**src/rtl/ppv_flit_fifo_pkg.sv**
```systemverilog
// Shared defaults for the hring router input-stage flit FIFO.
// Widths mirror the router-wide flit/PPV layout.
package ppv_flit_fifo_pkg;
    localparam int DEF_DATA_W   = 32;
    localparam int DEF_DEPTH    = 8;
    localparam int DEF_NUM_PORT = 4;
    localparam int DEF_PPV_LSB  = 8;
endpackage

```
**src/rtl/ppv_fifo_ram.sv**
```systemverilog
// Flit storage: DEPTH x DATA_W register file.
// One synchronous write port, one asynchronous read port, no reset.
module ppv_fifo_ram #(
    parameter int DATA_W = 32,
    parameter int DEPTH  = 8
) (
    input  logic                     clk,
    input  logic                     we,
    input  logic [$clog2(DEPTH)-1:0] waddr,
    input  logic [DATA_W-1:0]        wdata,
    input  logic [$clog2(DEPTH)-1:0] raddr,
    output logic [DATA_W-1:0]        rdata
);
    logic [DATA_W-1:0] mem [DEPTH];

    always_ff @(posedge clk) begin
        if (we) mem[waddr] <= wdata;
    end

    assign rdata = mem[raddr];
endmodule

```
**src/rtl/ppv_flit_fifo.sv**
```systemverilog
// FWFT flit FIFO whose head PPV field can be rewritten in place
// by the switch allocator's unclaimed-port feedback.
module ppv_flit_fifo
    import ppv_flit_fifo_pkg::*;
#(
    parameter int DATA_W   = DEF_DATA_W,
    parameter int DEPTH    = DEF_DEPTH,
    parameter int NUM_PORT = DEF_NUM_PORT,
    parameter int PPV_LSB  = DEF_PPV_LSB,
    parameter int AF_LEVEL = DEPTH - 2
) (
    input  logic                     clk,
    input  logic                     rst,
    input  logic                     wr_en,
    input  logic [DATA_W-1:0]        data_in,
    input  logic                     rd_en,
    input  logic [NUM_PORT-1:0]      uppv,
    output logic [DATA_W-1:0]        data_out,
    output logic                     empty,
    output logic                     full,
    output logic                     almost_full,
    output logic [$clog2(DEPTH):0]   count,
    output logic                     ovf_err,
    output logic                     udf_err
);
    localparam int AW = $clog2(DEPTH);
    localparam int CW = AW + 1;

    logic [AW-1:0]       wr_ptr;
    logic [AW-1:0]       rd_ptr;
    logic [NUM_PORT-1:0] ppv_ovr;
    logic                ppv_ovr_vld;
    logic [DATA_W-1:0]   rd_data;
    logic [DATA_W-1:0]   head;
    logic                pop;
    logic                upd;
    logic                push;

    assign empty       = (count == '0);
    assign full        = (count == CW'(DEPTH));
    assign almost_full = (count >= CW'(AF_LEVEL));

    assign pop  = rd_en & ~empty & ~(|uppv);
    assign upd  = rd_en & ~empty & (|uppv);
    // A pop frees the slot, so a full FIFO may still take a push.
    assign push = wr_en & (~full | pop);

    ppv_fifo_ram #(
        .DATA_W (DATA_W),
        .DEPTH  (DEPTH)
    ) u_ram (
        .clk   (clk),
        .we    (push),
        .waddr (wr_ptr),
        .wdata (data_in),
        .raddr (rd_ptr),
        .rdata (rd_data)
    );

    always_comb begin
        head = rd_data;
        if (ppv_ovr_vld) head[PPV_LSB+:NUM_PORT] = ppv_ovr;
        data_out = empty ? '0 : head;
    end

    always_ff @(posedge clk or posedge rst) begin
        if (rst) begin
            wr_ptr      <= '0;
            rd_ptr      <= '0;
            count       <= '0;
            ppv_ovr     <= '0;
            ppv_ovr_vld <= 1'b0;
            ovf_err     <= 1'b0;
            udf_err     <= 1'b0;
        end else begin
            if (push) wr_ptr <= wr_ptr + 1'b1;
            if (pop)  rd_ptr <= rd_ptr + 1'b1;
            if (push && !pop)      count <= count + 1'b1;
            else if (pop && !push) count <= count - 1'b1;
            if (pop) begin
                ppv_ovr_vld <= 1'b0;
            end else if (upd) begin
                ppv_ovr     <= uppv;
                ppv_ovr_vld <= 1'b1;
            end
            if (wr_en && full && !pop) ovf_err <= 1'b1;
            if (rd_en && empty)        udf_err <= 1'b1;
        end
    end
endmodule

```
**config.mk**
```make
export PLATFORM = sky130hd
export DESIGN_NAME = ppv_flit_fifo
export DESIGN_NICKNAME = d
export VERILOG_FILES = /design/src/rtl/ppv_flit_fifo_pkg.sv /design/src/rtl/ppv_fifo_ram.sv /design/src/rtl/ppv_flit_fifo.sv
export SDC_FILE = /design/constraint.sdc
export NUM_CORES = 1
export LEC_CHECK = 0
export ABC_AREA = 1
export CORE_MARGIN = 1
export CORE_UTILIZATION = 58
export DETAILED_ROUTE_END_ITERATION = 10
export HOLD_SLACK_MARGIN = 0.12
export PLACE_DENSITY = 0.86
export SYNTH_ARGS = -nofsm -noshare
export SYNTH_HDL_FRONTEND = slang
export SYNTH_SLANG_ARGS = --single-unit
```
**constraint.sdc**
```tcl
create_clock -name clk -period 3.7 [get_ports clk]
set_clock_uncertainty 0.15 [all_clocks]
set_input_delay 0.74 -clock clk [delete_from_list [all_inputs] [get_ports clk]]
set_output_delay 0.74 -clock clk [all_outputs]
set_load 0.02 [all_outputs]
```
==> results of run 1 <==
-- flip-flops by register name, summed over array words and instances (netlist names) --
| register | flops |
|---|---|
| wr_ptr | 3 |
| udf_err | 1 |
| ppv_ovr | 4 |
| count | 4 |
| rd_ptr | 3 |
| ppv_ovr_vld | 1 |
| ovf_err | 1 |
| u_ram.mem | 256 |
-- through the flow --
| step | instance area [um^2] | total power [mW] | TNS, ns | setup WS (ns) | utilization, % |
|---|---|---|---|---|---|
| after floorplan | 11100 | 6.84 | 0 | 0.417 | - |
| after global placement | 12300 | 8.41 | 0 | 0.444 | 65.6 |
| after detailed placement | 12300 | 8.59 | 0 | 0.298 | 65.6 |
| after CTS | 13100 | 11.1 | 0 | 0.0801 | 69.9 |
| after global routing | 13200 | 11.8 | -0.0164 | -0.0164 | 70.1 |
| final | 13200 | 11.2 | 0 | 0.130 | 70.1 |
-- worst max-delay path: stages, from the launching register on --
cell	delay, ns
dfrtp_4	0.51
clkinv_2	0.16
buf_16	0.23
nor2_1	0.08
o21ai_0	0.21
a21oi_1	0.08
nor2_1	0.21
clkdlybuf4s50_1	0.65
-- Yosys cell counts, drive strengths merged --
master,number
ha,5
o21bai,1
nor2,191
edfxtp,256
buf,36
xnor2,3
xor2,3
a21oi,30
clkinv,1
inv,20
nand2,183
o21ai,118
dfrtp,17
fa,1
or2,1
nand3,65
a21o,1
clkbuf,18
-- path summary, 6_finish.rpt --
kind / slack (ns) / cells after the start / start / endpoint
setup / recovery: 0.13 / 7 / rd_ptr[0] / data_out[28]
hold / removal: 0.33 / 1 / ovf_err / ovf_err
setup reg to reg: 0.65 / 14 / count[1] / count[3]
hold reg to reg: 0.33 / 1 / ovf_err / ovf_err
max in group asynchronous: 2.38 / 2 / rst / rd_ptr[0]
min in group asynchronous: 0.48 / 2 / rst / count[3]
-- power by group through the flow --
stage	clock network [mW]	logic [mW]	registers, mW
after floorplan	0	2.73	4.11
after global placement	0	4.32	4.09
after detailed placement	0	4.47	4.12
after CTS	2.54	4.51	4.06
after global routing	2.67	4.99	4.10
final	2.54	4.59	4.06
-- what timing repair did --
action	in CTS	in global routing
setup buffers	0	0
endpoints found under the setup margin	0	5
resized for setup	0	3
-- final cells by class --
type                    count  area, um^2  area share, %
well taps                 234         293           2.23
repair buffers            108        1150           8.76
inverters                  21        80.1          0.609
clock buffers              33         698           5.31
flip-flops and latches    273        8120           61.7
clock inverters            13         105          0.799
multi-input cells         602        2710           20.6
-- routing by layer --
layer	part of all wire, %	track usage (%)	routed length, um	vias up
li1	-	-	-	3449
met1	39	32.3	9790	3658
met2	51	44.7	12800	399
met3	7.6	3.97	1920	65
met4	2.8	12.0	697	0
met5	0	0	0	-
-- cell families (layout without fill, tap and decap cells) --
kind of cell | count (synthesis) | after routing | share of synthesized area (%)
AOI/OAI and AO/OA | 150 | 150 | 6.79
xor gates and xnor gates | 6 | 6 | 0.472
adders and majority gates | 6 | 6 | 0.742
buffers and inverters | 75 | 175 | 3.32
DFF | 273 | 273 | 72.9
and+or+nand+nor | 440 | 440 | 15.8
-- cells in the final DEF (no fill, tap or decap), drive strengths merged, types with 13 or more instances in the layout --
cell type | Yosys | final
inv | 20 | 19
a21oi | 30 | 30
clkbuf | 18 | 34
nand3 | 65 | 65
nor2 | 191 | 191
o21ai | 118 | 118
nand2 | 183 | 183
clkdlybuf4s50 | 0 | 80
buf | 36 | 27
dfrtp | 17 | 17
clkinv | 1 | 13
edfxtp | 256 | 256
==> impl_summary.md, run 1 <==
Power
The peak supply drop is 529 uV. Per report_power, the sequential group accounts for 36.3% of the total. The power density over the cells is 851 nW/um^2. The total internal power is 7.03 mW. The power share of the clock group is 22.7%. Combinational logic is responsible for 41.0% of the overall power. The fraction of power spent switching nets is 37.3%. The total leakage power is 4.80 nW. In this run the power spent charging and discharging nets is 4.17 mW.

Clock tree
The clock latency on the worst-skew pair is 0.53 ns. In this run, CTS created clock tree buffers numbering 27. The CTS H-tree depth is 1.

Counting every sink on the clock net gives 273. The longest clock path from root to sink contains 3 buffers. The clock tree from TritonCTS is done. Buffers inserted to repair hold after CTS numbered 0. The buffer cell driving the clock tree root is clkbuf_16. After clock tree synthesis, the clock-pin slew on the worst setup and hold paths is 0.06 ns.

STA
At the pin with the least slew margin, the transition time is 0.737 ns. The final worst-path cycle share is 96.5%. The hold violation count in the final report came to 0. The minimum period implied by the final worst setup slack is 3.57 ns. The smallest hold slack is 0.331 ns. Setup violations remaining at the end of the flow were counted as 0. The final number of max-transition violations came to 0. The remaining max-slew budget at the tightest pin is 50.8%.

Timing would allow up to 280 MHz.

Placement
The total instance count after detailed placement is 1237. Input and output buffers added on the ports amount to 80. Routability-driven placement finished with a final weighted congestion of 0.790. The HPWL after detailed placement is 13900 um.

Synthesis
The post-synth net total is 996. The flip-flop and latch count after synthesis is 273. The dominant cell type by area after synthesis is edfxtp_1. The mapped netlist covers 11100 um^2. The average footprint of a synthesized cell is 11.7 um^2. Ranked by total cell area, the synthesized netlist is headed by edfxtp_1 (69%), nor2_1 (6.4%), nand2_1 (6.1%), o21ai_0 (4.9%), dfrtp_1 (3.8%). The total of warnings raised by yosys is 0. Summed over its instances, the top area cell type makes up 69.1% of the synthesized netlist area.

The number of unique standard cell types used by synthesis is 28. For this run, the register share of the synthesized area comes to 72.9%. After technology mapping, the gate count stands at 950.

Detailed routing
The first detailed-routing pass ran for 5 iterations. The detailed-route vias per instance is 5.90. The DRC violation count after routing is 0.

After detailed routing, the total wire length is 25200 um. The detailed-route wire length per cell is 19.7 um. The total vias in the final route is 7571. Once detail routing completed, the nets flagged for antenna violations numbered 0. In this run, the number of DRC markers left after iteration 0 of detailed routing was 759.

Global route
Global routing finished with a remaining overflow of 0. The first-pass GRT wire length is 39000 um. Global routing used 25.8% of the available tracks.

The initial antenna violation count came to 0. Entering global routing, the biggest net connects 83 pins. The via count of the first global-routing pass is 7637.

Layout
The layout filler cell count is 1223. The final layout net count is 1079. From synthesis to final layout, the design area changed by 18.2%. The share of layout cells above drive strength 1 is 7.33%. The post-route non-filler standard cell count is 1284. The repair_antennas step left the layout with diodes totalling 0.

Floorplan
The core region is 18800 um^2. The full die area is 19700 um^2. The effective utilization at floorplan is 59.3%. Pin placement for this block handled 81 I/O pins. Measured along the y axis, the die boundary spans 141 um. The horizontal die dimension is 141 um. The number of placement rows is 50.

Hold path
The path class of the tightest hold or removal check is flop to flop.

Setup path
The type of destination of the critical path is an output pin. The maximum fanout along the worst path is 41. STA puts the critical path data required time at 2.81 ns. The arrival time at the worst endpoint is 2.68 ns. The nature of the critical path startpoint is a flop. The category of the most critical setup path is flop to output pin.

Status
The flow ran to the end, and the final reports show no timing, DRC or antenna violations.

Run
The reported max-cap violation count is 0.
(Power assumes the default switching activity.)
==> run 2: changes to the inputs <==
--- a/config.mk
+++ b/config.mk
@@ -9,6 +9,7 @@
 export CORE_MARGIN = 1
 export CORE_UTILIZATION = 58
 export DETAILED_ROUTE_END_ITERATION = 10
+export GPL_TIMING_DRIVEN = 0
 export HOLD_SLACK_MARGIN = 0.12
 export PLACE_DENSITY = 0.86
 export SYNTH_ARGS = -nofsm -noshare
==> run 2 against run 1 <==
  * Critical path depth rose by 1
  * Sequential power barely moved
  * Clock power rose by 7%
  * Cell area rose by 1.9%
  * Global-route usage rose by 1.7 points
  * Setup slack got worse by 0.050 ns
  * Sequential cell count did not move
  * Sequential share of layout area fell by 1.2 points
  * Via count rose by 4.9%
  * Clock-buffer cell count fell by 2
  * Die area did not move
==> impl_summary.md, run 2 (synthesis gave the netlist of run 1 again) <==
Setup path
The logic depth of the worst path, buffers included is 8 (+1). The peak per-stage delay on the critical path is 0.67 ns (+0.02 ns). The nature of the critical path startpoint is a flop. The category of cells accounting for the largest share of critical-path delay is buffers and inverters. The setup path with the least slack is of type flop to output pin. The highest-delay cell along the critical path is clkdlybuf4s50_1. The maximum fanout along the worst path came to 10 (-76%). The arrival time at the worst endpoint is 2.73 ns (+0.05 ns). The data required time at the worst endpoint came to 2.81 ns (about the same). The cell repeated most along the worst path is nor2_1. The worst reg-to-reg path cell count is 14 (unchanged). The type of destination of the critical path is an output pin. The count of buffering cells on the critical path with inverters included is 3 (unchanged).

The worst reg-to-reg setup slack was 0.91 ns (+0.26 ns). Traced cell by cell, the critical path runs through buf_4 -> buf_1 -> nor2_1 -> o21ai_0 -> nand3_1 -> nand2_1 -> nor2_1 -> clkdlybuf4s50_1.

STA
The hold violation count in the final report is 0 (unchanged). The final number of max-transition violations is 0 (unchanged). The final worst-path cycle share is 97.8% (+1.4 points). The smallest hold slack is 0.309 ns (-0.0220 ns). The actual slew at the worst max-slew pin is 0.708 ns (-0.0292 ns). The final count of negative-setup-slack endpoints was 0 (unchanged). The minimum period implied by the final worst setup slack was 3.62 ns (+0.0502 ns). The post-route worst setup slack is 0.0803 ns (-0.0502 ns). The total negative setup slack is 0 ns (unchanged). The upper clock frequency limit came to 276 MHz (-1.4%).

The remaining max-slew budget at the tightest pin came to 52.8% (+2.0 points).

Power
The sequential fraction of design power is 34.8% (-1.5 points). The reported net switching power came to 4.38 mW (+5.1%). The total leakage power is 4.96 nW (+3.3%). The peak supply drop is 678 uV (+28%).

The logic gate share of total power came to 41.8% (+0.8 points). The power share of the clock group is 23.4% (+0.7 points). The fraction of power spent switching nets is 37.7% (+0.48 points).

The total internal power is 7.24 mW (+3.0%). The power density over the cells is 867 nW/um^2 (+1.9%).

Floorplan
The effective utilization at floorplan is 59.3% (unchanged). The full die area is 19700 um^2 (unchanged). The horizontal die dimension is 141 um (unchanged). The height of the die is 141 um (unchanged). The number of placement rows came to 50 (unchanged). The I/O pin count is 81 (unchanged). The core area is 18800 um^2 (unchanged).

Clock tree
The clock sink count is 273 (unchanged). The root buffer cell chosen for the clock tree is clkbuf_16. The maximum number of buffers from clock root to sink was 3 (unchanged).

The post-CTS setup buffer count is 0 (unchanged). The clock tree from TritonCTS is done. The clock latency on the worst-skew pair is 0.52 ns (about the same). The clock-pin slew on the worst setup and hold paths is 0.06 ns (about the same). The CTS H-tree depth is 1 (unchanged). The number of buffers inserted during clock tree synthesis came to 27 (unchanged).

Detailed routing
The detailed-route vias per instance is 6.01 (+1.9%). The DRC violation count after routing is 0 (unchanged). The number of DRC markers in iteration 0 is 929 (+22%). The routed wire length is 27000 um (+7.0%). The total vias in the final route is 7939 (+4.9%). The detailed-route wire length per cell came to 20.4 um (+4.0%). The antenna violation net count after detailed routing is 0 (unchanged). The count of TritonRoute iterations in the first routing pass is 5 (unchanged).

Layout
The final layout net count was 1113 (+3.2%). u_ram.mem holds more flip-flops than any other register. The number of flip-flops in the largest register is 256 (unchanged). The cell area after layout was 13400 um^2 (+1.9%).

The share of layout cells above drive strength 1 is 9.57% (+2.2 points). In the final layout, the registers with the most flip-flops are u_ram.mem: 256 flops, count: 4 flops, ppv_ovr: 4 flops. The library cells used most frequently in the layout, excluding fill and tap cells, are edfxtp_1 (256), nor2_1 (182), nand2_1 (180). The post-route non-filler standard cell count was 1321 (+2.9%).

The number of antenna repair diodes is 0 (unchanged). The library cell used most frequently in the layout, excluding fill and tap cells, is edfxtp_1. From synthesis to final layout, the design area changed by 20.4%.

Global route
The global routing usage summed across all routing layers came to 27.5% (+1.7 points). The maximum number of pins on one net before global-route repair is 20 (-76%). The total overflow reported by the global router came to 0 (unchanged).

The first-pass GRT wire length is 41000 um (+5.3%). The initial antenna violation count is 0 (unchanged). The via count of the first global-routing pass is 7789 (+2.0%).

Placement
The worst slack at placement was 0.275 ns (-0.0226 ns). The area of placed instances came to 12500 um^2 (+1.5%). The count of input and output buffers is 80 (unchanged). The HPWL after detailed placement is 16700 um (+20%). The total instance count after detailed placement is 1272 (+2.8%). The final RePlAce weighted congestion is 0.776 (-1.7%).

Status
The run finished with clean final reports.

Hold path
The number of cells on the worst hold path was 1 (unchanged). In this run the worst hold path is classified as flop to flop.

Run
The reported max-cap violation count is 0 (unchanged).
run 2: metrics by stage:
step / power (mW) / util, %
2_1_floorplan: 6.84 / -
3_3_place_gp: 8.49 / 65.1
5_1_grt: 12.1 / 71.4
6_report: 11.6 / 71.4
4_1_cts: 11.5 / 71.3
3_5_place_dp: 8.77 / 66.6
run 2: timing repair:
| item | CTS | global route |
|---|---|---|
| hold buffers | 0 | 0 |
| setup endpoints to repair | 1 | 23 |
| gates resized for setup | 2 | 19 |
| pin swaps | 0 | 0 |
run 2: path summary, 6_finish.rpt:
| check | startpoint | end |
|---|---|---|
| max | rd_ptr[1] | data_out[17] |
| min | udf_err | udf_err |
| max reg2reg | count[0] | count[3] |
| min reg2reg | udf_err | udf_err |
| max in group asynchronous | rst | wr_ptr[1] |
| min in group asynchronous | rst | ovf_err |
run 2: power by group through the flow:
stage / Combinational, mW / Clock, mW / Sequential (mW)
floorplan: 2.73 / 0 / 4.11
global route: 5.21 / 2.85 / 4.08
detailed placement: 4.68 / 0 / 4.10
finish: 4.86 / 2.72 / 4.05
CTS: 4.78 / 2.71 / 4.04
global placement: 4.38 / 0 / 4.11
run 2: cell type report:
cell class / instances / area [um^2]
Buffer: 54 / 310
Clock buffer: 31 / 691
Clock inverter: 18 / 188
Fill cell: 1117 / 5370
Inverter: 21 / 78.8
Multi-Input combinational cell: 602 / 2710
Sequential cell: 273 / 8110
Tap cell: 234 / 293
Timing Repair Buffer: 88 / 1020
run 2: layer usage:
metal  global-route usage [%]  vias up  routed length, um
met1                     34.4     3776               9750
met2                     47.7      550              13600
met5                        0        -                  0
met3                     4.79       87               2700
li1                         -     3526                  -
met4                     11.3        0                957
run 2: worst register-to-register path, stage by stage (launching register included):
cell     delay [ns]
dfrtp_1        0.45
nor2_1         0.22
nand2_2        0.11
nand3_1        0.24
nand2_2        0.15
nand2_4        0.21
inv_1          0.07
ha_1           0.22
inv_1          0.11
ha_1           0.28
a21oi_1        0.14
nand2_1        0.07
xor2_1         0.14
nand2_1        0.06
nand2_1        0.05
==> run 3: changes to the inputs <==
--- a/config.mk
+++ b/config.mk
@@ -9,6 +9,7 @@
 export CORE_MARGIN = 1
 export CORE_UTILIZATION = 58
 export DETAILED_ROUTE_END_ITERATION = 10
+export GPL_ROUTABILITY_DRIVEN = 0
 export GPL_TIMING_DRIVEN = 0
 export HOLD_SLACK_MARGIN = 0.12
 export PLACE_DENSITY = 0.86
==> results of run 3 <==
No change in the layout: final DEF, timing and power equal those of run 2.
